File: src/rtl/han_carlson_sub_pipe.sv
// ============================================================================
// Module   : han_carlson_sub_pipe
// Purpose  : Three-stage Han-Carlson subtractor D = A - B - Bin, valid/ready.
// Revision : 1.0
// ============================================================================
`default_nettype none

module han_carlson_sub_pipe #(
  parameter int WIDTH = 32
) (
  input  logic             clk,
  input  logic             rst,
  input  logic [WIDTH-1:0] A,
  input  logic [WIDTH-1:0] B,
  input  logic             Bin,
  input  logic             in_valid,
  output logic             in_ready,
  output logic [WIDTH-1:0] D,
  output logic             Bout,
  output logic             Z,
  output logic             N,
  output logic             V,
  output logic             out_valid,
  input  logic             out_ready
);

  localparam int c_MSB = WIDTH - 1;

  logic r_v1, r_v2, r_v3;
  logic w_ready1, w_ready2, w_ready3;

  assign w_ready3  = out_ready | ~r_v3;
  assign w_ready2  = w_ready3 | ~r_v2;
  assign w_ready1  = w_ready2 | ~r_v1;
  assign in_ready  = w_ready1;
  assign out_valid = r_v3;

  // Stage 1: generate/propagate of A + ~B, carry-in is the inverted borrow
  logic [WIDTH-1:0] r_g1, r_p1;
  logic             r_c1, r_am1;

  always_ff @(posedge clk or posedge rst) begin
    if (rst) begin
      r_v1  <= 1'b0;
      r_g1  <= '0;
      r_p1  <= '0;
      r_c1  <= 1'b0;
      r_am1 <= 1'b0;
    end else if (w_ready1) begin
      r_v1 <= in_valid;
      if (in_valid) begin
        r_g1  <= A & ~B;
        r_p1  <= A ^ ~B;
        r_c1  <= ~Bin;
        r_am1 <= A[c_MSB];
      end
    end
  end

  // Stage 2 prefix: carry-in folded into column 0, odd columns grow to 8-bit groups
  logic [WIDTH-1:0] w_g2, w_p2;

  always_comb begin
    w_g2    = r_g1;
    w_p2    = r_p1;
    w_g2[0] = r_g1[0] | (r_p1[0] & r_c1);
    for (int i = WIDTH - 1; i >= 1; i -= 2) begin
      w_g2[i] = w_g2[i] | (w_p2[i] & w_g2[i-1]);
      w_p2[i] = w_p2[i] & w_p2[i-1];
    end
    for (int d = 2; d <= 4; d *= 2) begin
      for (int i = WIDTH - 1; i > d; i -= 2) begin
        w_g2[i] = w_g2[i] | (w_p2[i] & w_g2[i-d]);
        w_p2[i] = w_p2[i] & w_p2[i-d];
      end
    end
  end

  logic [WIDTH-1:0] r_g2, r_p2, r_x2;
  logic             r_c2, r_am2;

  always_ff @(posedge clk or posedge rst) begin
    if (rst) begin
      r_v2  <= 1'b0;
      r_g2  <= '0;
      r_p2  <= '0;
      r_x2  <= '0;
      r_c2  <= 1'b0;
      r_am2 <= 1'b0;
    end else if (w_ready2) begin
      r_v2 <= r_v1;
      if (r_v1) begin
        r_g2  <= w_g2;
        r_p2  <= w_p2;
        r_x2  <= r_p1;
        r_c2  <= r_c1;
        r_am2 <= r_am1;
      end
    end
  end

  // Stage 3: remaining odd levels, then even columns take carry from their left neighbour
  logic [WIDTH-1:0] w_g3, w_p3, w_c3, w_d3;
  logic             w_unused;

  always_comb begin
    w_g3 = r_g2;
    w_p3 = r_p2;
    for (int d = 8; d < WIDTH; d *= 2) begin
      for (int i = WIDTH - 1; i > d; i -= 2) begin
        w_g3[i] = w_g3[i] | (w_p3[i] & w_g3[i-d]);
        w_p3[i] = w_p3[i] & w_p3[i-d];
      end
    end
    for (int i = 2; i < WIDTH; i += 2) begin
      w_g3[i] = r_g2[i] | (r_x2[i] & w_g3[i-1]);
    end
  end

  assign w_c3     = {w_g3[WIDTH-2:0], r_c2};
  assign w_d3     = r_x2 ^ w_c3;
  assign w_unused = ^w_p3;

  logic [WIDTH-1:0] r_d;
  logic             r_bout, r_z, r_n, r_v;

  always_ff @(posedge clk or posedge rst) begin
    if (rst) begin
      r_v3   <= 1'b0;
      r_d    <= '0;
      r_bout <= 1'b0;
      r_z    <= 1'b0;
      r_n    <= 1'b0;
      r_v    <= 1'b0;
    end else if (w_ready3) begin
      r_v3 <= r_v2;
      if (r_v2) begin
        r_d    <= w_d3;
        r_bout <= ~w_g3[c_MSB];
        r_z    <= (w_d3 == '0);
        r_n    <= w_d3[c_MSB];
        // operand signs differ exactly when the MSB xnor-propagate is 0
        r_v    <= ~r_x2[c_MSB] & (w_d3[c_MSB] ^ r_am2);
      end
    end
  end

  assign D    = r_d;
  assign Bout = r_bout;
  assign Z    = r_z;
  assign N    = r_n;
  assign V    = r_v;

endmodule

`default_nettype wire

File: config.mk
export PLATFORM = sky130hd
export DESIGN_NAME = han_carlson_sub_pipe
export DESIGN_NICKNAME = d
export VERILOG_FILES = /design/src/rtl/han_carlson_sub_pipe.sv
export SDC_FILE = /design/constraint.sdc
export NUM_CORES = 1
export LEC_CHECK = 0
export BUFFER_PORTS_ARGS = -buffer_cell sky130_fd_sc_hd__buf_4
export CORE_MARGIN = 2
export CORE_UTILIZATION = 55
export CTS_CLUSTER_DIAMETER = 200
export DETAILED_ROUTE_END_ITERATION = 12
export PLACE_DENSITY_LB_ADDON = 0.05
export SLEW_MARGIN = 20
export SYNTH_ARGS = -nofsm -noshare
export SYNTH_HDL_FRONTEND = slang
export SYNTH_SLANG_ARGS = --single-unit
export TNS_END_PERCENT = 100
File: constraint.sdc
create_clock -name clk -period 9.9 [get_ports clk]
set_clock_uncertainty 0.05 [all_clocks]
set_input_delay 1.98 -clock clk [delete_from_list [all_inputs] [get_ports clk]]
set_output_delay 1.98 -clock clk [all_outputs]
set_load 0.05 [all_outputs]
==> results of run 1 <==
power breakdown:
| part | total, mW | leakage (nW) | internal (mW) | switching [mW] |
|---|---|---|---|---|
| registers | 1.09 | 2.23 | 0.939 | 0.154 |
| clock network | 0.688 | 0.282 | 0.403 | 0.285 |
| logic | 0.907 | 2.34 | 0.365 | 0.541 |
logic make-up (layout without fill, tap and decap cells):
kind of cell | after synthesis | after routing | synth area share (%)
multiplexers | 135 | 135 | 19.3
XOR/XNOR | 18 | 18 | 1.87
flip-flops | 182 | 182 | 54.0
AO/OA/AOI/OAI | 104 | 104 | 7.45
AND/OR/NAND/NOR | 115 | 115 | 6.21
buffers and inverters | 60 | 176 | 4.13
adder cells (fa/ha/maj) | 47 | 47 | 6.98
flip-flops by register name (all words and copies together), names as in the netlist:
signal     count
Bout           1
D             32
V              1
Z              1
out_valid      1
r_am1          1
r_am2          1
r_c1           1
r_c2           1
r_g1          32
r_g2          32
r_p1          32
r_p2          28
r_v1           1
r_v2           1
r_x2          16
cell usage after synthesis, drive strengths merged:
| master | count | area [um^2] |
|---|---|---|
| buf | 20 | 198 |
| and4b | 1 | 10.0 |
| xnor2 | 5 | 43.8 |
| nand2 | 56 | 213 |
| inv | 36 | 135 |
| a22o | 1 | 8.76 |
| xor2 | 13 | 114 |
| a21oi | 25 | 125 |
| nor2 | 28 | 105 |
| nand3b | 1 | 11.3 |
| a211oi | 2 | 15.0 |
| nor4 | 3 | 18.8 |
| and2 | 1 | 6.26 |
| ha | 47 | 588 |
| o21ai | 40 | 200 |
| nand4 | 15 | 93.8 |
| nor3 | 3 | 15.0 |
| o21bai | 1 | 7.51 |
| nand2b | 4 | 25.0 |
| mux2 | 135 | 1630 |
| a21boi | 2 | 15.0 |
| o41ai | 1 | 16.3 |
| nand4b | 1 | 15.0 |
| nand3 | 2 | 10.0 |
| clkbuf | 4 | 15.0 |
| o21a | 1 | 7.51 |
| dfrtp | 182 | 4550 |
| o31ai | 12 | 90.1 |
| a21o | 19 | 143 |
area by class of cell:
cell class                      count  area (um^2)
Sequential cell                   182         4550
Clock inverter                     12          153
Fill cell                        1183         5200
Clock buffer                       20          447
Inverter                           36          140
Multi-Input combinational cell    419         3540
Timing Repair Buffer              108          818
Tap cell                          188          235
metal layers:
| metal | track usage [%] | wire length, um |
|---|---|---|
| met5 | 0 | 0 |
| met4 | 8.86 | 348 |
| met3 | 3.59 | 514 |
| met2 | 37.6 | 8580 |
| met1 | 29.5 | 7550 |
cells in the final DEF, fill, tap and decap left out, types with 2 or more instances in the layout:
| cell type | instances |
|---|---|
| nor2_1 | 28 |
| xnor2_1 | 5 |
| clkinvlp_4 | 4 |
| clkbuf_1 | 2 |
| mux2_2 | 98 |
| xor2_1 | 13 |
| inv_6 | 2 |
| clkinv_2 | 3 |
| nand2_1 | 53 |
| mux2_1 | 8 |
| nor4_1 | 3 |
| buf_4 | 106 |
| clkbuf_16 | 17 |
| nand3_1 | 2 |
| nand2_4 | 2 |
| nand2b_1 | 4 |
| a21o_1 | 19 |
| buf_6 | 2 |
| o21ai_0 | 40 |
| a211oi_1 | 2 |
| nor3_1 | 3 |
| mux2_4 | 29 |
| inv_1 | 35 |
| a21oi_1 | 25 |
| nand4_1 | 15 |
| bufinv_16 | 3 |
| a21boi_0 | 2 |
| dfrtp_1 | 182 |
| ha_1 | 47 |
| o31ai_1 | 12 |
worst max-delay path: stages:
cell,delay [ps]
buf_4,120
nand4b_2,280
buf_4,250
worst max-delay path by stage:
stage | to | start
final | in_ready | out_ready
after floorplan | Bout | rst
after global placement | in_ready | out_ready
after CTS | in_ready | out_ready
after detailed placement | in_ready | out_ready
after global routing | in_ready | out_ready
metrics by stage:
stage	setup slack, ps	hold WS (ps)
floorplan	2930	399
global placement	5240	410
detailed placement	5250	420
CTS	5240	437
global route	5230	456
finish	5240	437
==> metrics.md, run 1 <==
| Metric | Value |
|---|---|
| Die area | 16300 um^2 |
| Maximum vdd drop | 192 uV |
| Syn_area_per_cell | 12.8 um^2 |
| Max Cap Violations | 0 |
| Seq cells post-synth | 182 |
| DR DRC count | 0 |
| Synthesis-to-finish area growth | 17.3% |
| CTS tree | yes |
| Nets@finish | 880 |
| Global-route wire length before repair | 28000 um |
| CP required | 7870 ps |
| Post-Syn Area | 8430 um^2 |
| Layout cells sized above 1 | 35.1% |
| Initial Util | 55.9% |
| Final non-filler cell total | 965 |
| Total setup buffers inserted after CTS | 0 |
| Tot Pwr | 2.69 mW |
| PortBufs | 106 |
| Pin count of the biggest net entering global routing | 104 |
| Power per cell area | 272 nW/um^2 |
| Synthesis Warnings | 0 |
| Sum Neg Setup Slack | 0 ps |
| Crit path launch type | input port |
| Number of global-route vias before repair | 5415 |
| WL/cell | 17.6 um |
| Sequential area share after synthesis | 54.0% |
| Slew at the pin closest to its max-slew limit | 1030 ps |
| Number of antenna diodes | 0 |
| Max Fclk | 215 MHz |
| Core Box Area | 15100 um^2 |
| Io pins | 107 |
| Worst hold path startpoint | r_p2[19] |
| Sink Count | 182 |
| Clock latency on the worst-skew pair | 430 ps |
| R2r worst-path depth | 9 |
| Arr. time, crit path | 2630 ps |
| Crit Path Category | input port to primary output |
| Status | complete, no violations |
| Hold endpoint | r_p2[19] |
| Post-synth cell types | 36 |
| Worst hold path stage count | 2 |
| Initial antenna violation count | 0 |
| Count of final max-slew check failures | 0 |
| FF-to-FF setup slack | 7420 ps |
| H-Tree Depth | 4 |
| Clock transition at path regs | 60 ps |
| R2R Path Start | r_g2[1] |
| Minimum clock period | 4660 ps |
| Design Area, Final | 9890 um^2 |
| Detail Placement HPWL | 12200 um |
| Placed Cells | 933 |
| Cts bufs inserted | 17 |
| CTS resizes | 0 |
| Drt pass-1 iters | 5 |
| Height of the die | 128 um |
| Worst Hold Class | flip-flop to flip-flop |
| Routability Congestion | 0.824 |
| Unrepaired setup endpoints after global routing | false |
| Root Buffer | clkbuf_16 |
| CTS Hold Bufs | 0 |
| Vias after detailed routing | 5312 |
| Mapped Nets | 777 |
| GRT overflow | 0 |
| Synthesized instance count | 661 |
| DRT iter0 DRCs | 222 |
| Leak pwr | 4.85 nW |
| Placed cell area | 9280 um^2 |
| CP max FO | 3 |
| Bufs on Longest Clock Path | 2 |
| Setup crit end kind | primary output |
| Final Util | 65.5% |
| Tot GR Track Use | 22.4% |
| Reg-to-Reg End | Z |
| WL final | 17000 um |
| Slew HR | 31.5% |
| Post-route ant nets | 0 |
| Post-route clock period utilization | 47.1% |
| Setup violations, final | 0 |
| Rows | 45 |
| Fin. Hold Viols | 0 |
| Vias per cell | 5.50 |
| Die Wd | 128 um |
Note: power is estimated with default switching activity, not from simulation.
==> run 2: changes to the inputs <==
Clock period 9.9 ns to 4.75 ns, I/O delays scaled along.
==> run 2 against run 1 <==
Sequential share of layout area grew 0.20 points. Non-clock buffer count down 1. Final cell count fell by 0.10%. Power grew 100%. Utilization is 0.29 points lower. Clock power rose by 92%. Clock-buffer cell count stayed put. Register-to-register slack got worse by 5000 ps. Setup slack got worse by 3100 ps. First-iteration DRC count increased by 45%. Global-route usage fell by 0.11 points. Design area fell by 0.44%. Critical endpoint unchanged. Largest power group unchanged.
==> metrics.md, run 2 (synthesis gave the netlist of run 1 again) <==
| Metric | Value |
|---|---|
| Cts bufs inserted | 17 (unchanged) |
| Slew at the pin closest to its max-slew limit | 1040 ps (+15.6 ps) |
| Unrepaired setup endpoints after global routing | false |
| Status | complete, no violations |
| Final Util | 65.2% (-0.29 points) |
| R2R Path Start | r_g2[1] |
| Die Wd | 128 um (unchanged) |
| Met3 usage | 4.59% (+1.0 points) |
| Initial Util | 55.9% (unchanged) |
| Global-route wire length before repair | 28200 um (+0.74%) |
| Crit path launch type | input port |
| Multi-input logic area | 3550 um^2 (+0.25%) |
| Most frequent cells in the layout | 182 x dfrtp_1, 106 x buf_4, 98 x mux2_2 |
| Fin. Hold Viols | 0 (unchanged) |
| DR DRC count | 0 (unchanged) |
| FF-to-FF setup slack | 2410 ps (-5010 ps) |
| Grt met2 use | 37.6% (unchanged) |
| Minimum clock period | 2590 ps |
| Initial antenna violation count | 0 (unchanged) |
| Reg-to-Reg End | Z |
| Core Box Area | 15100 um^2 (unchanged) |
| Leading cell type in the layout, fill and taps excluded | dfrtp_1 |
| Gr busiest metal | met2 |
| R2r worst-path depth | 9 (unchanged) |
| Vias per cell | 5.52 (+0.29%) |
| Slew HR | 30.5% (-1.0 points) |
| Drt pass-1 iters | 4 (-1) |
| Sum Neg Setup Slack | 0 ps (unchanged) |
| CTS Hold Bufs | 0 (unchanged) |
| Tot GR Track Use | 22.3% (-0.11 points) |
| Setup crit end kind | primary output |
| Pin count of the biggest net entering global routing | 183 (+76%) |
| Power per cell area | 558 nW/um^2 (+110%) |
| Post-route ant nets | 0 (unchanged) |
| Arr. time, crit path | 1590 ps (-1040 ps) |
| Sink Count | 182 (unchanged) |
| Filler Cell Count | 1166 (-1.4%) |
| Post-route clock period utilization | 54.6% |
| Layout cells sized above 1 | 35.1% (-0.084 points) |
| CTS resizes | 0 (unchanged) |
| Clock transition at path regs | 60 ps (about the same) |
| Routability Congestion | 0.817 (-0.85%) |
| WL/cell | 17.6 um (-0.16%) |
| GRT overflow | 0 (unchanged) |
| Reg area | 4550 um^2 (unchanged) |
| Clock latency on the worst-skew pair | 430 ps (about the same) |
| Worst setup startpoint | out_ready |
| CTS tree | yes |
| Die area | 16300 um^2 (unchanged) |
| Leak pwr | 4.82 nW (-0.48%) |
| Max Fclk | 385 MHz |
| H-Tree Depth | 4 (unchanged) |
| GR Layer Usage met1 | 29.9% (+0.40 points) |
| Number of global-route vias before repair | 5481 (+1.2%) |
| DRT iter0 DRCs | 323 (+45%) |
| Count of final max-slew check failures | 0 (unchanged) |
| Number of antenna diodes | 0 (unchanged) |
| Total setup buffers inserted after CTS | 0 (unchanged) |
| Root Buffer | clkbuf_16 |
| Max Cap Violations | 0 (unchanged) |
| Synthesis-to-finish area growth | 16.8% |
| Vias after detailed routing | 5322 (+0.19%) |
| CP required | 3750 ps (-4120 ps) |
| Height of the die | 128 um (unchanged) |
| Detail Placement HPWL | 11900 um (-2.5%) |
| Nets@finish | 879 (-0.11%) |
| Bufs on Longest Clock Path | 2 (unchanged) |
| Io pins | 107 (unchanged) |
| Rows | 45 (unchanged) |
| Worst Hold Class | flip-flop to flip-flop |
| Crit Path Category | input port to primary output |
| Setup violations, final | 0 (unchanged) |
| Maximum vdd drop | 370 uV (+92%) |
| PortBufs | 106 (unchanged) |
| CP max FO | 3 (unchanged) |
| End of the critical path | in_ready |
| WL final | 17000 um (-0.26%) |
[run 2: changes by cell type in the layout (fill, tap and decap cells not counted)]
cell,previous run,this run
nand2_8,0,1
buf_12,0,1
buf_6,2,0
bufinv_16,3,1
nand2_4,2,1
clkinv_2,3,5
[run 2: area by class of cell]
type | instances | share of cell area [%]
clock buffers | 20 | 4.54
clock inverters | 12 | 1.05
inverters | 36 | 1.41
multi-input cells | 419 | 36.1
flip-flops and latches | 182 | 46.3
well taps | 188 | 2.39
repair buffers | 107 | 8.29
[run 2: layer usage]
layer | vias to the layer above | part of all wire [%]
met5 | - | 0
met4 | 0 | 0.93
met3 | 13 | 3.9
met2 | 104 | 50
met1 | 2671 | 45
li1 | 2534 | -
[run 2: metrics by stage]
stage	hold WS (ps)	area (um^2)	power [mW]	worst slack, ps	std cells
floorplan	399	8430	3.58	1410	661
global placement	411	9280	4.16	1950	932
detailed placement	420	9280	4.21	1920	932
CTS	434	9830	5.54	2150	964
global route	458	9850	5.78	2120	964
finish	432	9850	5.50	2160	964
[run 2: worst min path at each step]
stage | startpoint | endpoint | depth (start not counted)
after floorplan | r_p2[11] | r_p2[11] | 2
after global placement | r_p2[13] | r_p2[13] | 2
after detailed placement | r_p2[17] | r_p2[17] | 2
after CTS | r_p2[17] | r_p2[17] | 2
after global routing | r_p2[21] | r_p2[21] | 2
final | r_p2[9] | r_p2[9] | 2
[run 2: worst max-delay path, cell delays in order]
cell	delay (ps)
buf_4	110
nand4b_2	270
buf_4	250
[run 2: report_power, final]
| group | total [mW] | internal, mW | switching (mW) |
|---|---|---|---|
| sequential | 2.29 | 1.96 | 0.329 |
| clock | 1.32 | 0.734 | 0.590 |
| combinational | 1.89 | 0.758 | 1.13 |
| total | 5.50 | 3.45 | 2.05 |
==> run 3: changes to the inputs <==
Clock period 4.75 ns to 2.7 ns, I/O delays scaled along.
==> run 3 against run 2 <==
Clock-buffer cell count is the same. Largest power group unchanged. Global-route usage grew 1.4 points. Die area stayed put. Design area increased by 0.86%. Sequential share of layout area shrank 0.40 points. Power is 76% higher. First-iteration DRC count rose by 7.4%. Clock power increased by 69%. Combinational power grew 80%.
==> metrics.md, run 3 (synthesis gave the netlist of run 1 again) <==
| Metric | Value |
|---|---|
| CP required | 3020 ps (-730 ps) |
| Pin count of the biggest net entering global routing | 67 (-63%) |
| DR DRC count | 0 (unchanged) |
| Status | complete, no violations |
| Routability Congestion | 0.844 (+3.3%) |
| Post-route clock period utilization | 83.5% |
| Vias after detailed routing | 5375 (+1.0%) |
| Sink Count | 182 (unchanged) |
| Die area | 16300 um^2 (unchanged) |
| GRT overflow | 0 (unchanged) |
| Clock share of power | 23.0% (-1.1 points) |
| Part of the power in registers | 41.9% (+0.3 points) |
| Nets@finish | 890 (+1.3%) |
| DRT iter0 DRCs | 347 (+7.4%) |
| Global-route wire length before repair | 29400 um (+4.2%) |
| Most frequent cell on the critical path | a21o_1 |
| Switching power | 3.67 mW (+79%) |
| Multi-input logic area | 3540 um^2 (-0.35%) |
| Synthesis-to-finish area growth | 17.8% |
| Die Wd | 128 um (unchanged) |
| Clock transition at path regs | 70 ps (about the same) |
| Clock latency on the worst-skew pair | 430 ps (about the same) |
| Comb pwr share | 35.1% (+0.8 points) |
| Final non-filler cell total | 975 (+1.1%) |
| Leading cell type in the layout, fill and taps excluded | dfrtp_1 |
| Top Metal Used | met4 |
| Io pins | 107 (unchanged) |
| Filler Cell Count | 1144 (-1.9%) |
| CTS resizes | 0 (unchanged) |
| Met3 Wirelength | 779 um (+18%) |
| WL/cell | 18.5 um (+5.0%) |
| Cts bufs inserted | 17 (unchanged) |
| Most frequent cells in the layout | 182 x dfrtp_1, 114 x buf_4, 98 x mux2_2 |
| Setup violations, final | 0 (unchanged) |
| Fin. Hold Viols | 0 (unchanged) |
| Number of global-route vias before repair | 5588 (+2.0%) |
| Hold WS | 146 ps (-286 ps) |
| Total setup buffers inserted after CTS | 0 (unchanged) |
| Met2 Wirelength | 9000 um (+5.6%) |
| Placed Cells | 943 (+1.2%) |
| CP max stage delay | 410 ps (+140 ps) |
| H-Tree Depth | 4 (unchanged) |
| Detail Placement HPWL | 13500 um (+13%) |
| Slowest CP cell | dfrtp_1 |
| Initial Util | 55.9% (unchanged) |
| Slew at the pin closest to its max-slew limit | 658 ps (-385 ps) |
| Root Buffer | clkbuf_16 |
| Count of final max-slew check failures | 0 (unchanged) |
| Initial antenna violation count | 0 (unchanged) |
| Slew HR | 56.1% (+26 points) |
| Power per cell area | 974 nW/um^2 (+74%) |
| Final setup margin | 445 ps (-1710 ps) |
| Bufs on Longest Clock Path | 2 (unchanged) |
| CP cell instances | a21o_1 -> a21o_1 -> a21o_1 -> ha_1 -> nor4_1 -> nand2_1 -> nor3_1 -> and4b_1 -> a22o_1 |
| Crit path launch type | flip-flop |
| CTS tree | yes |
| Max Cap Violations | 0 (unchanged) |
| Arr. time, crit path | 2570 ps (+980 ps) |
| Rows | 45 (unchanged) |
| Core Box Area | 15100 um^2 (unchanged) |
| Pre-CTS setup slack | 498 ps (-1420 ps) |
| Leak pwr | 4.88 nW (+1.1%) |
| Max Fclk | 444 MHz |
| CTS Hold Bufs | 0 (unchanged) |
| Setup crit end kind | flip-flop |
| Minimum clock period | 2250 ps |
| Layout cells sized above 1 | 35.7% (+0.65 points) |
| Internal Pwr Total | 6.01 mW (+74%) |
| Vias per cell | 5.51 (-0.14%) |
| Worst Hold Class | input port to asynchronous set/reset pin |
| DRT met1 WL | 7840 um (+2.9%) |
| PortBufs | 106 (unchanged) |
| Final Util | 65.8% (+0.56 points) |
| Maximum vdd drop | 701 uV (+90%) |
| CP max FO | 3 (unchanged) |
| Unrepaired setup endpoints after global routing | false |
| Sw Ratio | 37.9% (+0.67 points) |
| Height of the die | 128 um (unchanged) |
| WL final | 18000 um (+6.2%) |
| Number of antenna diodes | 0 (unchanged) |
| Post-route ant nets | 0 (unchanged) |
| Tot GR Track Use | 23.7% (+1.4 points) |
| Crit Path Category | flip-flop to flip-flop |
| Crit-path leading delay family | compound AO/OA/AOI/OAI gates |
| Worst Path Buf+Inv | 0 (-2) |
| Reg area | 4550 um^2 (unchanged) |
| Drt pass-1 iters | 4 (unchanged) |
## run 3: final cells by class
type                       instances  area share [%]
sequential                       182            45.9
multi-input combinational        419            35.6
timing repair buffer             118            9.42
clock buffer                      20            4.50
tap                              188            2.37
inverter                          36            1.40
clock inverter                    12           0.819
## run 3: metrics by stage
| stage | TNS, ps | area (um^2) | power [mW] |
|---|---|---|---|
| after floorplan | -41230 | 8430 | 6.31 |
| after global placement | 0 | 9400 | 7.39 |
| after detailed placement | 0 | 9400 | 7.50 |
| after CTS | 0 | 9930 | 9.75 |
| after global routing | 0 | 9930 | 10.2 |
| final | 0 | 9930 | 9.67 |
## run 3: power groups by stage
| stage | registers, mW | clock network [mW] | logic (mW) |
|---|---|---|---|
| after floorplan | 4.77 | 0 | 1.54 |
| after global placement | 4.06 | 0 | 3.33 |
| after detailed placement | 4.09 | 0 | 3.41 |
| after CTS | 4.05 | 2.27 | 3.43 |
| after global routing | 4.14 | 2.41 | 3.64 |
| final | 4.05 | 2.23 | 3.40 |
## run 3: metal layers
| metal | up-vias | GRT usage, % |
|---|---|---|
| met2 | 118 | 38.7 |
| met4 | 0 | 8.60 |
| li1 | 2539 | - |
| met3 | 28 | 5.97 |
| met5 | - | 0 |
| met1 | 2690 | 30.9 |
## run 3: path summary, 6_finish.rpt
| path | slack, ps | cells after the start | start | end |
|---|---|---|---|---|
| max | 450 | 9 | r_g2[1] | Z |
| min | 150 | 2 | rst | r_p1[9] |
| max reg2reg | 450 | 9 | r_g2[1] | Z |
| min reg2reg | 430 | 2 | r_p2[21] | r_p2[21] |
| max in group asynchronous | 1710 | 3 | rst | r_g2[28] |
| min in group clk | 250 | 2 | Bin | r_c1 |
## run 3: worst reg2reg max path, cell delays in order, from the launching register on
cell and delay [ps]:
dfrtp_1 410, a21o_1 250, a21o_1 210, a21o_1 180, ha_1 280, nor4_1 240, nand2_1 100, nor3_1 140
and4b_1 210, a22o_1 120
